### config.mk
export PLATFORM = sky130hd
export DESIGN_NAME = lifo_arb
export DESIGN_NICKNAME = d
export VERILOG_FILES = /design/src/rtl/lifo_pkg.sv /design/src/rtl/rr_arb2.sv /design/src/rtl/lifo_arb.sv
export SDC_FILE = /design/constraint.sdc
export NUM_CORES = 1
export LEC_CHECK = 0
export CELL_PAD_IN_SITES_DETAIL_PLACEMENT = 1
export CELL_PAD_IN_SITES_GLOBAL_PLACEMENT = 1
export CORE_UTILIZATION = 33
export CTS_BUF_LIST = sky130_fd_sc_hd__clkbuf_8
export CTS_CLUSTER_SIZE = 10
export DETAILED_ROUTE_END_ITERATION = 10
export PLACE_DENSITY_LB_ADDON = 0.1
export SLEW_MARGIN = 20
export SYNTH_ARGS = -nofsm -noshare
export SYNTH_HDL_FRONTEND = slang
export SYNTH_HIERARCHICAL = 1
export SYNTH_SLANG_ARGS = --single-unit
### constraint.sdc
create_clock -name clk -period 5.3 [get_ports clk]
set_clock_uncertainty 0.15 [all_clocks]
set_input_delay 0.53 -clock clk [delete_from_list [all_inputs] [get_ports clk]]
set_output_delay 0.53 -clock clk [all_outputs]
set_load 0.05 [all_outputs]
### src/rtl/lifo_pkg.sv
// lifo_pkg: shared FSM states, op encodings and default sizing for lifo_arb
package lifo_pkg;
  typedef enum logic [1:0] {IDLE, EXEC, RESP} state_t;
  localparam logic OP_PUSH = 1'b0;
  localparam logic OP_POP = 1'b1;
  localparam int DW_DEF = 8;
  localparam int DEPTH_DEF = 8;
endpackage

### src/rtl/rr_arb2.sv
// rr_arb2: two-way round-robin arbiter, pointer hands priority to the loser after each grant
module rr_arb2 (
  input  logic       clk,
  input  logic       rstn,
  input  logic       en,
  input  logic [1:0] req,
  output logic [1:0] gnt
);
  logic prio;
  always_comb gnt = &req ? (prio ? 2'b10 : 2'b01) : req;
  always_ff @(posedge clk or negedge rstn)
    if (!rstn) prio <= 1'b0;
    else if (en && |req) prio <= gnt[0];
endmodule

### src/rtl/lifo_arb.sv
// lifo_arb: arbitrates two requesters onto a shared LIFO, one operation in flight at a time
module lifo_arb
  import lifo_pkg::*;
#(
  parameter int DW = DW_DEF,
  parameter int DEPTH = DEPTH_DEF,
  localparam int LW = $clog2(DEPTH + 1)
) (
  input  logic          clk,
  input  logic          rstn,
  input  logic [1:0]    req_valid,
  input  logic [1:0]    req_op,
  input  logic [2*DW-1:0] req_data,
  output logic [1:0]    req_ready,
  output logic [1:0]    rsp_valid,
  output logic [DW-1:0] rsp_data,
  output logic          rsp_err,
  output logic          push,
  output logic          pop,
  output logic [DW-1:0] din,
  input  logic [DW-1:0] dout,
  input  logic          empty,
  input  logic          full,
  output logic [LW-1:0] level
);
  state_t state;
  logic id, op, err;
  logic [DW-1:0] data;
  logic [1:0] gnt;
  rr_arb2 u_arb (.clk(clk), .rstn(rstn), .en(state == IDLE), .req(req_valid), .gnt(gnt));
  // dout is only valid after the pop edge, so the response data path stays combinational
  always_comb begin
    req_ready = state == IDLE && rstn ? gnt : 2'b00;
    push = state == EXEC && op == OP_PUSH && !full;
    pop = state == EXEC && op == OP_POP && !empty;
    din = push ? data : '0;
    rsp_valid = state == RESP ? (id ? 2'b10 : 2'b01) : 2'b00;
    rsp_err = state == RESP && err;
    rsp_data = state == RESP && op == OP_POP && !err ? dout : '0;
  end
  always_ff @(posedge clk or negedge rstn)
    if (!rstn) begin
      state <= IDLE;
      id <= 1'b0;
      op <= 1'b0;
      data <= '0;
      err <= 1'b0;
      level <= '0;
    end else begin
      case (state)
        IDLE: if (|req_valid) begin
          id <= gnt[1];
          op <= req_op[gnt[1]];
          data <= req_data[(gnt[1] ? DW : 0) +: DW];
          state <= EXEC;
        end
        EXEC: begin
          err <= op == OP_PUSH ? full : empty;
          if (push && level != LW'(DEPTH)) level <= level + LW'(1);
          else if (pop && level != '0) level <= level - LW'(1);
          state <= RESP;
        end
        RESP: state <= IDLE;
        default: state <= IDLE;
      endcase
    end
endmodule

==> flow_results.org, run 1 <==
** Cells and area
- Share of layout cells above drive strength 1 :: 18.75%
- Once layout is complete, the utilization of the core stands at approximately 55%.
- 0 antenna diodes ended up in the layout.
- Area added between synthesis and finish :: 58.79%
- Nets :: around 200

** Drt
- Dividing the detail-routed via count by the number of cells gives 5.073.
- After detailed routing, the average wire length per cell comes to 14.94 µm.
- Drt pass-1 iters :: 4
- The detail route stage leaves a number of antenna-violating nets equal to 0.
- The routed layout has ~1000 vias.
- For this block, the initial DRC count from the detailed router was 31.
- The final layout contains routed wiring with a total length of 3078 µm.
- DRC viols :: 0

** Die
- The die is ~61 µm wide.
- IO Count :: 59
- Height of the die :: roughly 61 µm
- The die covers 3736 µm².
- Site Rows :: 21
- The core region is between 3000 and 4000 µm².
- Once the floorplan was initialized, standard cells occupied 34.57% of the core.

** Timing
- Period minus WS final :: ~3.3 ns
- Fin Setup TNS :: 0 ns
- For this run, the top clock speed supported by timing is 0.3040 GHz.
- Final worst path period share :: 62.07%
- Setup violations remaining at the end of the flow were counted as 0.
- Total count of hold-check failures in the final report :: 0
- Final Max Tran Viols :: 0
- Min setup slack post-route :: 2.010 ns
- Actual transition at the worst max-transition pin :: about 0.66 ns
- RSZ-0062 raised after global routing :: no
- Relative slew slack :: ~56%
- Worst slack on hold paths :: 0.3311 ns

** Setup path
- The worst setup path is launched from a primary input.
- CP Class :: primary input to output port
- For the worst setup path, the data arrival time is ~2.6 ns.
- Data on the critical path is required at its endpoint by 4.62 ns.
- For flop-to-flop paths, the worst setup slack is approximately 2.4 ns.
- The worst register-to-register path has a depth of 6.
- End of the worst register-to-register path :: level[3]
- Critical-path maximum fanout :: 15
- FF-to-FF Start :: op
- STA classifies the critical path endpoint as an output port.

** Yosys
- Complex-gate fraction of the synthesized area :: about a tenth
- Summing every instance area after synthesis gives around 1200 µm².
- Syn Inst Count :: 100
- Post-synth top cells :: sky130_fd_sc_hd__dfrtp_1 (18), sky130_fd_sc_hd__and2_1 (16), sky130_fd_sc_hd__mux2_2 (13), sky130_fd_sc_hd__mux2_1 (6), sky130_fd_sc_hd__a21oi_1 (4)
- Yosys attributes the largest share of cell area to sky130_fd_sc_hd__dfrtp_1 (39%), sky130_fd_sc_hd__mux2_2 (13%), sky130_fd_sc_hd__and2_1 (8.7%).
- Synth area leader :: sky130_fd_sc_hd__dfrtp_1
- Async set or reset register ratio after synthesis :: between 90% and 100%
- The synthesized netlist devotes between 3 and 4% of its cell area to adder and majority cells.
- Synthesized-area fraction occupied by xor and xnor cells :: less than 1%
- Share of cell area taken by muxes after synthesis :: between 20% and 30%
- Basic-gate share of the synthesized area counting and, or, nand and nor cells :: a little under a quarter
- Synthesized flop and latch total :: 18
- Dominant combinational cell family by area after synthesis :: simple AND/OR/NAND/NOR gates
- Number of enable flip-flop cells after synthesis :: 0
- sky130_fd_sc_hd__dfrtp_1 is the most common cell in the netlist.
- The most used flip-flop cell after synthesis is sky130_fd_sc_hd__dfrtp_1.
- Post-synthesis net count :: 135
- After synthesis, flip-flops and latches occupy about two fifths of the total area.
- The number of different library cells used by synthesis comes to 40.
- Each instance of the synthesized netlist takes up on average between 10 and 15 µm².
- The top cell type by area accounts for between 30% and 40% of the synthesized area.
- Yosys warnings :: 6

** Global route
- Leftover overflow at the end of global routing :: 0
- Met3 demand-to-capacity share in global routing :: 3.571%
- Global routing consumed, on the met1 layer, between 20% and 30% of the routing resources.
- After global routing, the most crowded layer is met2.
- Met2 Use GR :: around 30%
- For this run, the total global-route usage over all layers was measured as 17.13%.
- Entering global routing, the biggest net connects 21 pins.
- Number of global-route vias before repair :: 1029
- Initial antenna violation count :: 0
- The first global-routing pass estimated 4705 µm of wire.

** Placement
- After legalization and detailed placement, the total HPWL measured around 2400 µm.
- In this run the tool buffered the top-level ports with 58 buffer cells.
- Before CTS, the worst setup slack after placement is ~1.9 ns.
- Gp weighted congestion :: 0.7339

** Clocking
- TritonCTS clock tree :: done
- Buffers added to address setup during post-CTS repair amount to 0.
- Clock root buffer :: sky130_fd_sc_hd__clkbuf_8
- Clock-pin slew was measured on the worst setup and hold paths at about 0.070 ns.
- Clock insertion delay at the later pin of the skew report :: ~0.25 ns
- Counting along the longest clock path gives a buffer depth of 2.
- CTS built an H-tree with a depth of 1.
- Post-cts repair resize count :: 0
- Number of clock sinks seen by CTS :: 18
- Clock tree synthesis inserted a total of 3 buffers.
- After clock tree synthesis, the flow added hold-fix buffers numbering 0.

** Min path
- Along the worst hold path, the cell count comes to 1.
- Hold path start :: data[1]
- Kind of path behind the tightest hold check :: flop to flop
- End point of the worst hold path :: data[1]

** Power and ir drop
- In this run the static leakage power is 0.7361 nW.
- Power comes to 0.9371 mW.
- In this run the power density over the cells is between 500 and 600 nW/µm².
- The worst-case IR drop observed on VDD is between 0.3 and 0.4 mV.

** Outcome
- The run finished with clean final reports.

** Flow run
- # Max-Cap Violations :: 0
==> per-stage QoR <==
stage	std cells	area, µm²
after floorplan	100	1154
after CTS	206	1832
final	206	1832
after global placement	203	1790
after global routing	206	1832
after detailed placement	203	1790
==> worst max-delay path, cell delays in order <==
cell	delay, ns
sky130_fd_sc_hd__clkdlybuf4s50_1	0.46
sky130_fd_sc_hd__nor4b_4	0.59
sky130_fd_sc_hd__and2_1	0.23
sky130_fd_sc_hd__clkdlybuf4s50_1	0.80
==> metal layers <==
| layer | vias to the layer above | routed length (µm) |
|---|---|---|
| met4 | 0 | 33 |
| li1 | 480 | - |
| met1 | 502 | 1224 |
| met3 | 4 | 268 |
| met2 | 59 | 1551 |
| met5 | - | 0 |
==> layout make-up <==
class / instances / area, µm²
multi-input combinational: 76 / 675.6
tap: 46 / 57.56
fill: 372 / 1505
clock buffer: 3 / 41.29
sequential: 18 / 450.4
inverter: 3 / 11.26
timing repair buffer: 60 / 595.6
==> cell usage in the layout (no fill, tap or decap), types with 3 or more instances in the layout <==
cell type                         instances
sky130_fd_sc_hd__dfrtp_1                 18
sky130_fd_sc_hd__mux2_2                  13
sky130_fd_sc_hd__clkdlybuf4s50_1         58
sky130_fd_sc_hd__and3_1                   3
sky130_fd_sc_hd__mux2_1                   6
sky130_fd_sc_hd__nor2_1                   3
sky130_fd_sc_hd__clkbuf_8                 3
sky130_fd_sc_hd__and2_1                  16
sky130_fd_sc_hd__a21oi_1                  4
==> power by group <==
part           internal, mW  total, mW  switching (mW)
registers             0.209      0.288          0.0797
clock network        0.0505     0.0959          0.0454
logic                 0.250      0.553           0.303
total                 0.509      0.937           0.428
==> sequential cells by signal, indices dropped and copies added (netlist names) <==
signal      flops
id              1
state           2
u_arb/prio      1
op              1
data            8
level           4
err             1
==> cells by family after synthesis <==
logic type / after synthesis
AOI/OAI and AO/OA: 15
xor gates and xnor gates: 1
adders and majority gates: 3
buffers and inverters: 6
DFF: 18
muxes: 21
and+or+nand+nor: 36
==> worst max path at each step <==
stage | start | to | slack (ns) | cells after the start
3_3_place_gp | full | din[4] | 2.01 | 4
2_1_floorplan | level[1] | level[3] | 2.69 | 6
3_5_place_dp | full | level[3] | 1.88 | 7
6_report | full | din[7] | 2.01 | 4
5_1_grt | full | din[5] | 1.92 | 4
4_1_cts | full | din[4] | 1.97 | 4
Note: power is estimated with default switching activity, not from simulation.
==> run 2: changes to the inputs <==
--- a/config.mk
+++ b/config.mk
@@ -7,7 +7,7 @@
 export LEC_CHECK = 0
 export CELL_PAD_IN_SITES_DETAIL_PLACEMENT = 1
 export CELL_PAD_IN_SITES_GLOBAL_PLACEMENT = 1
-export CORE_UTILIZATION = 33
+export CORE_UTILIZATION = 27
 export CTS_BUF_LIST = sky130_fd_sc_hd__clkbuf_8
 export CTS_CLUSTER_SIZE = 10
 export DETAILED_ROUTE_END_ITERATION = 10
==> constraint.sdc (replaced) <==
create_clock -name clk -period 2.8 [get_ports clk]
set_clock_uncertainty 0.15 [all_clocks]
set_input_delay 0.28 -clock clk [delete_from_list [all_inputs] [get_ports clk]]
set_output_delay 0.28 -clock clk [all_outputs]
set_load 0.05 [all_outputs]
==> flow_results.org, run 2 (synthesis gave the netlist of run 1 again) <==
** Outcome
- Result of the run :: finished, final reports clean

** Die
- Floorplan die width :: about 67 µm
- The core region is 4058 µm².
- IO Count :: 59
- The floorplan step defined a die boundary enclosing 4538 µm².
- Starting density of the core :: ~28%
- After floorplanning, the core was divided into 23 placement rows.
- Height of the die :: roughly 67 µm

** Global route
- Initial antenna violation count :: 0
- Number of global-route vias before repair :: 1151
- Leftover overflow at the end of global routing :: 0
- The first global-routing pass estimated 5526 µm of wire.
- Pin count of the biggest net entering global routing :: 15
- Global routing consumed, over all layers together, approximately 16% of the routing resources.

** Clocking
- Number of clock sinks seen by CTS :: 18
- In this run, post-CTS hold repair placed 0 buffers.
- Max Buffers Root-to-Sink :: 2
- Number of clock buffers inserted by TritonCTS :: 3
- Gates resized during post-CTS repair numbered 0.
- Clock-pin slew of the registers on the worst-case setup and hold paths :: approximately 0.070 ns
- Number of levels in the clock H-tree :: 1
- The cell sitting at the root of the clock tree is a sky130_fd_sc_hd__clkbuf_8.
- TritonCTS clock tree :: done
- For the worst-skew pair, the clock arrives at the later sink with an insertion delay of roughly 0.25 ns.
- Post-CTS Setup Bufs :: 0

** Timing
- Setup violations remaining at the end of the flow were counted as 0.
- Total count of hold-check failures in the final report :: 0
- Fin Setup TNS :: 0 ns
- RSZ-0062 raised after global routing :: no
- Final worst path period share :: approximately nine tenths
- Worst slack on hold paths :: 0.2882 ns
- Maximum achievable frequency :: 0.3999 GHz
- For the pin with the worst max-slew slack, the measured transition is ~0.54 ns.
- The final count of pins violating max slew is 0.
- The worst path needs 2.500 ns of the cycle, external delays included.
- In this run the tightest slew margin relative to its limit is between 60% and 70%.

** Drt
- The detailed router finished its first iteration with 18 violations.
- Antenna viol nets, final :: 0
- Total number of vias :: 1035
- DRC viols :: 0
- Drt pass-1 iters :: 4
- After detailed routing, the average wire length per cell comes to 15.07 µm.
- Routed via count divided by cell count :: 4.814
- After detailed routing, the total wire length is approximately 3200 µm.

** Cells and area
- The sequential cells in the finished layout cover a total of 450.4 µm².
- At the end of the flow the core is filled with cells to 49.06%.
- Fillcell total :: roughly 440
- Post-route standard cell area excluding fillers :: between 1500 and 2000 µm²
- Largest regs :: data (8), level (4), state (2)
- The post-route netlist has between 20 and 30% of its cells at a drive strength greater than 1.
- The net count of the finished layout is between 200 and 250.
- Largest register by flop count :: data
- Leaving out fill and tap cells, the most frequent cell in the layout is sky130_fd_sc_hd__clkdlybuf4s50_1.
- Area added between synthesis and finish :: 72.56%
- The count of cells in the finished layout, fillers not included, comes to 215.
- Summing all multi-input logic gate instances after layout gives ~680 µm².
- 0 antenna diodes ended up in the layout.
- Commonest non-fill, non-tap cells in the layout :: sky130_fd_sc_hd__clkdlybuf4s50_1 (47), sky130_fd_sc_hd__dfrtp_1 (18), sky130_fd_sc_hd__and2_1 (16)
- The register with the most flip-flops in the layout has 8 of them.

** Setup path
- Data on the critical path is required at its endpoint by between 2 and 3 ns.
- CP Class :: flop to flop
- The most critical setup path has its startpoint at level[2].
- Crit path max-delay family :: simple AND/OR/NAND/NOR gates
- Number of buffer and inverter stages on the critical path :: 0
- Crit path largest cell delay :: 0.51 ns
- Data arrival, critical path :: 2.47 ns
- CP startpoint kind :: flop
- Critical-path maximum fanout :: 6
- STA classifies the critical path endpoint as a flop.
- The signal on the critical path passes through nor4b_1, nand2b_1, ha_1, a21o_1, a21oi_1, mux4_2.
- For this design, the slowest cell found on the critical path is sky130_fd_sc_hd__mux4_2.
- The startpoint identified for the worst register-to-register timing path is level[2].

** Flow run
- # Max-Cap Violations :: 0

** Power and ir drop
- Worst voltage drop across the vdd grid :: between 0.4 and 0.5 mV
- Cell Pwr Density :: 946.9 nW/µm²
- For this design the total switching power over the nets is 0.8196 mW.
- Cell internal power was estimated by the tool at 1.065 mW.
- Clock Power Share :: between 10% and 20%
- Combinational logic is responsible for around 62% of the overall power.
- The analysis attributes to cell leakage a power of slightly above 0.8 nW.
- In this run switching power makes up 43.48% of total power.
- Sequential cells burn between 20% and 30% of the power.

** Placement
- Once placement completed, the tool counted placed cells totaling roughly 210.
- Area after DPL :: slightly below 2000 µm²
- The count of buffers added on input and output ports is 58.
- The congestion estimate from routability-driven global placement came to around 0.7.
- HPWL after detailed placement :: 2622 µm

** Min path
- Kind of path behind the tightest hold check :: primary input to async pin
-- run 2: cell count changes in the layout (fill, tap and decap cells not counted), sizes merged --
cell and change:
buf +15, clkbuf +1, clkdlybuf4s50 -11
-- run 2: metrics by stage --
step	setup WS (ns)	total power [mW]
3_3_place_gp	0.1800	1.646
5_1_grt	0.1269	2.033
6_report	0.2996	1.885
4_1_cts	0.2602	1.911
2_1_floorplan	0.1874	1.258
3_5_place_dp	0.1293	1.693
-- run 2: metal layers --
layer | global-route usage, % | up-vias | routed length [µm]
li1 | - | 490 | -
met1 | 19.46 | 500 | 1352
met2 | 30.13 | 43 | 1659
met3 | 3.041 | 2 | 199
met4 | 3.989 | 0 | 27
met5 | 0 | - | 0
-- run 2: worst paths after layout --
path                         endpoint  slack [ns]  cells past startpoint
max                          level[3]        0.30                      6
min                        u_arb/prio        0.29                      2
max reg2reg                  level[3]        0.30                      6
min reg2reg                   data[4]        0.33                      1
max in group asynchronous    level[1]        2.07                      2
min in group clk              data[4]        0.33                      1
-- run 2: final cells by class --
cell class	count	area share, %
Inverter	3	0.5657
Multi-Input combinational cell	76	33.94
Clock buffer	4	2.766
Timing Repair Buffer	64	36.96
Tap cell	50	3.143
Sequential cell	18	22.63
-- run 2: power by group through the flow --
| stage | Clock, mW | Combinational [mW] | Sequential, mW |
|---|---|---|---|
| global placement | 0 | 1.14 | 0.508 |
| detailed placement | 0 | 1.17 | 0.520 |
| floorplan | 0 | 0.649 | 0.609 |
| global route | 0.234 | 1.26 | 0.540 |
| finish | 0.213 | 1.16 | 0.512 |
| CTS | 0.217 | 1.18 | 0.514 |
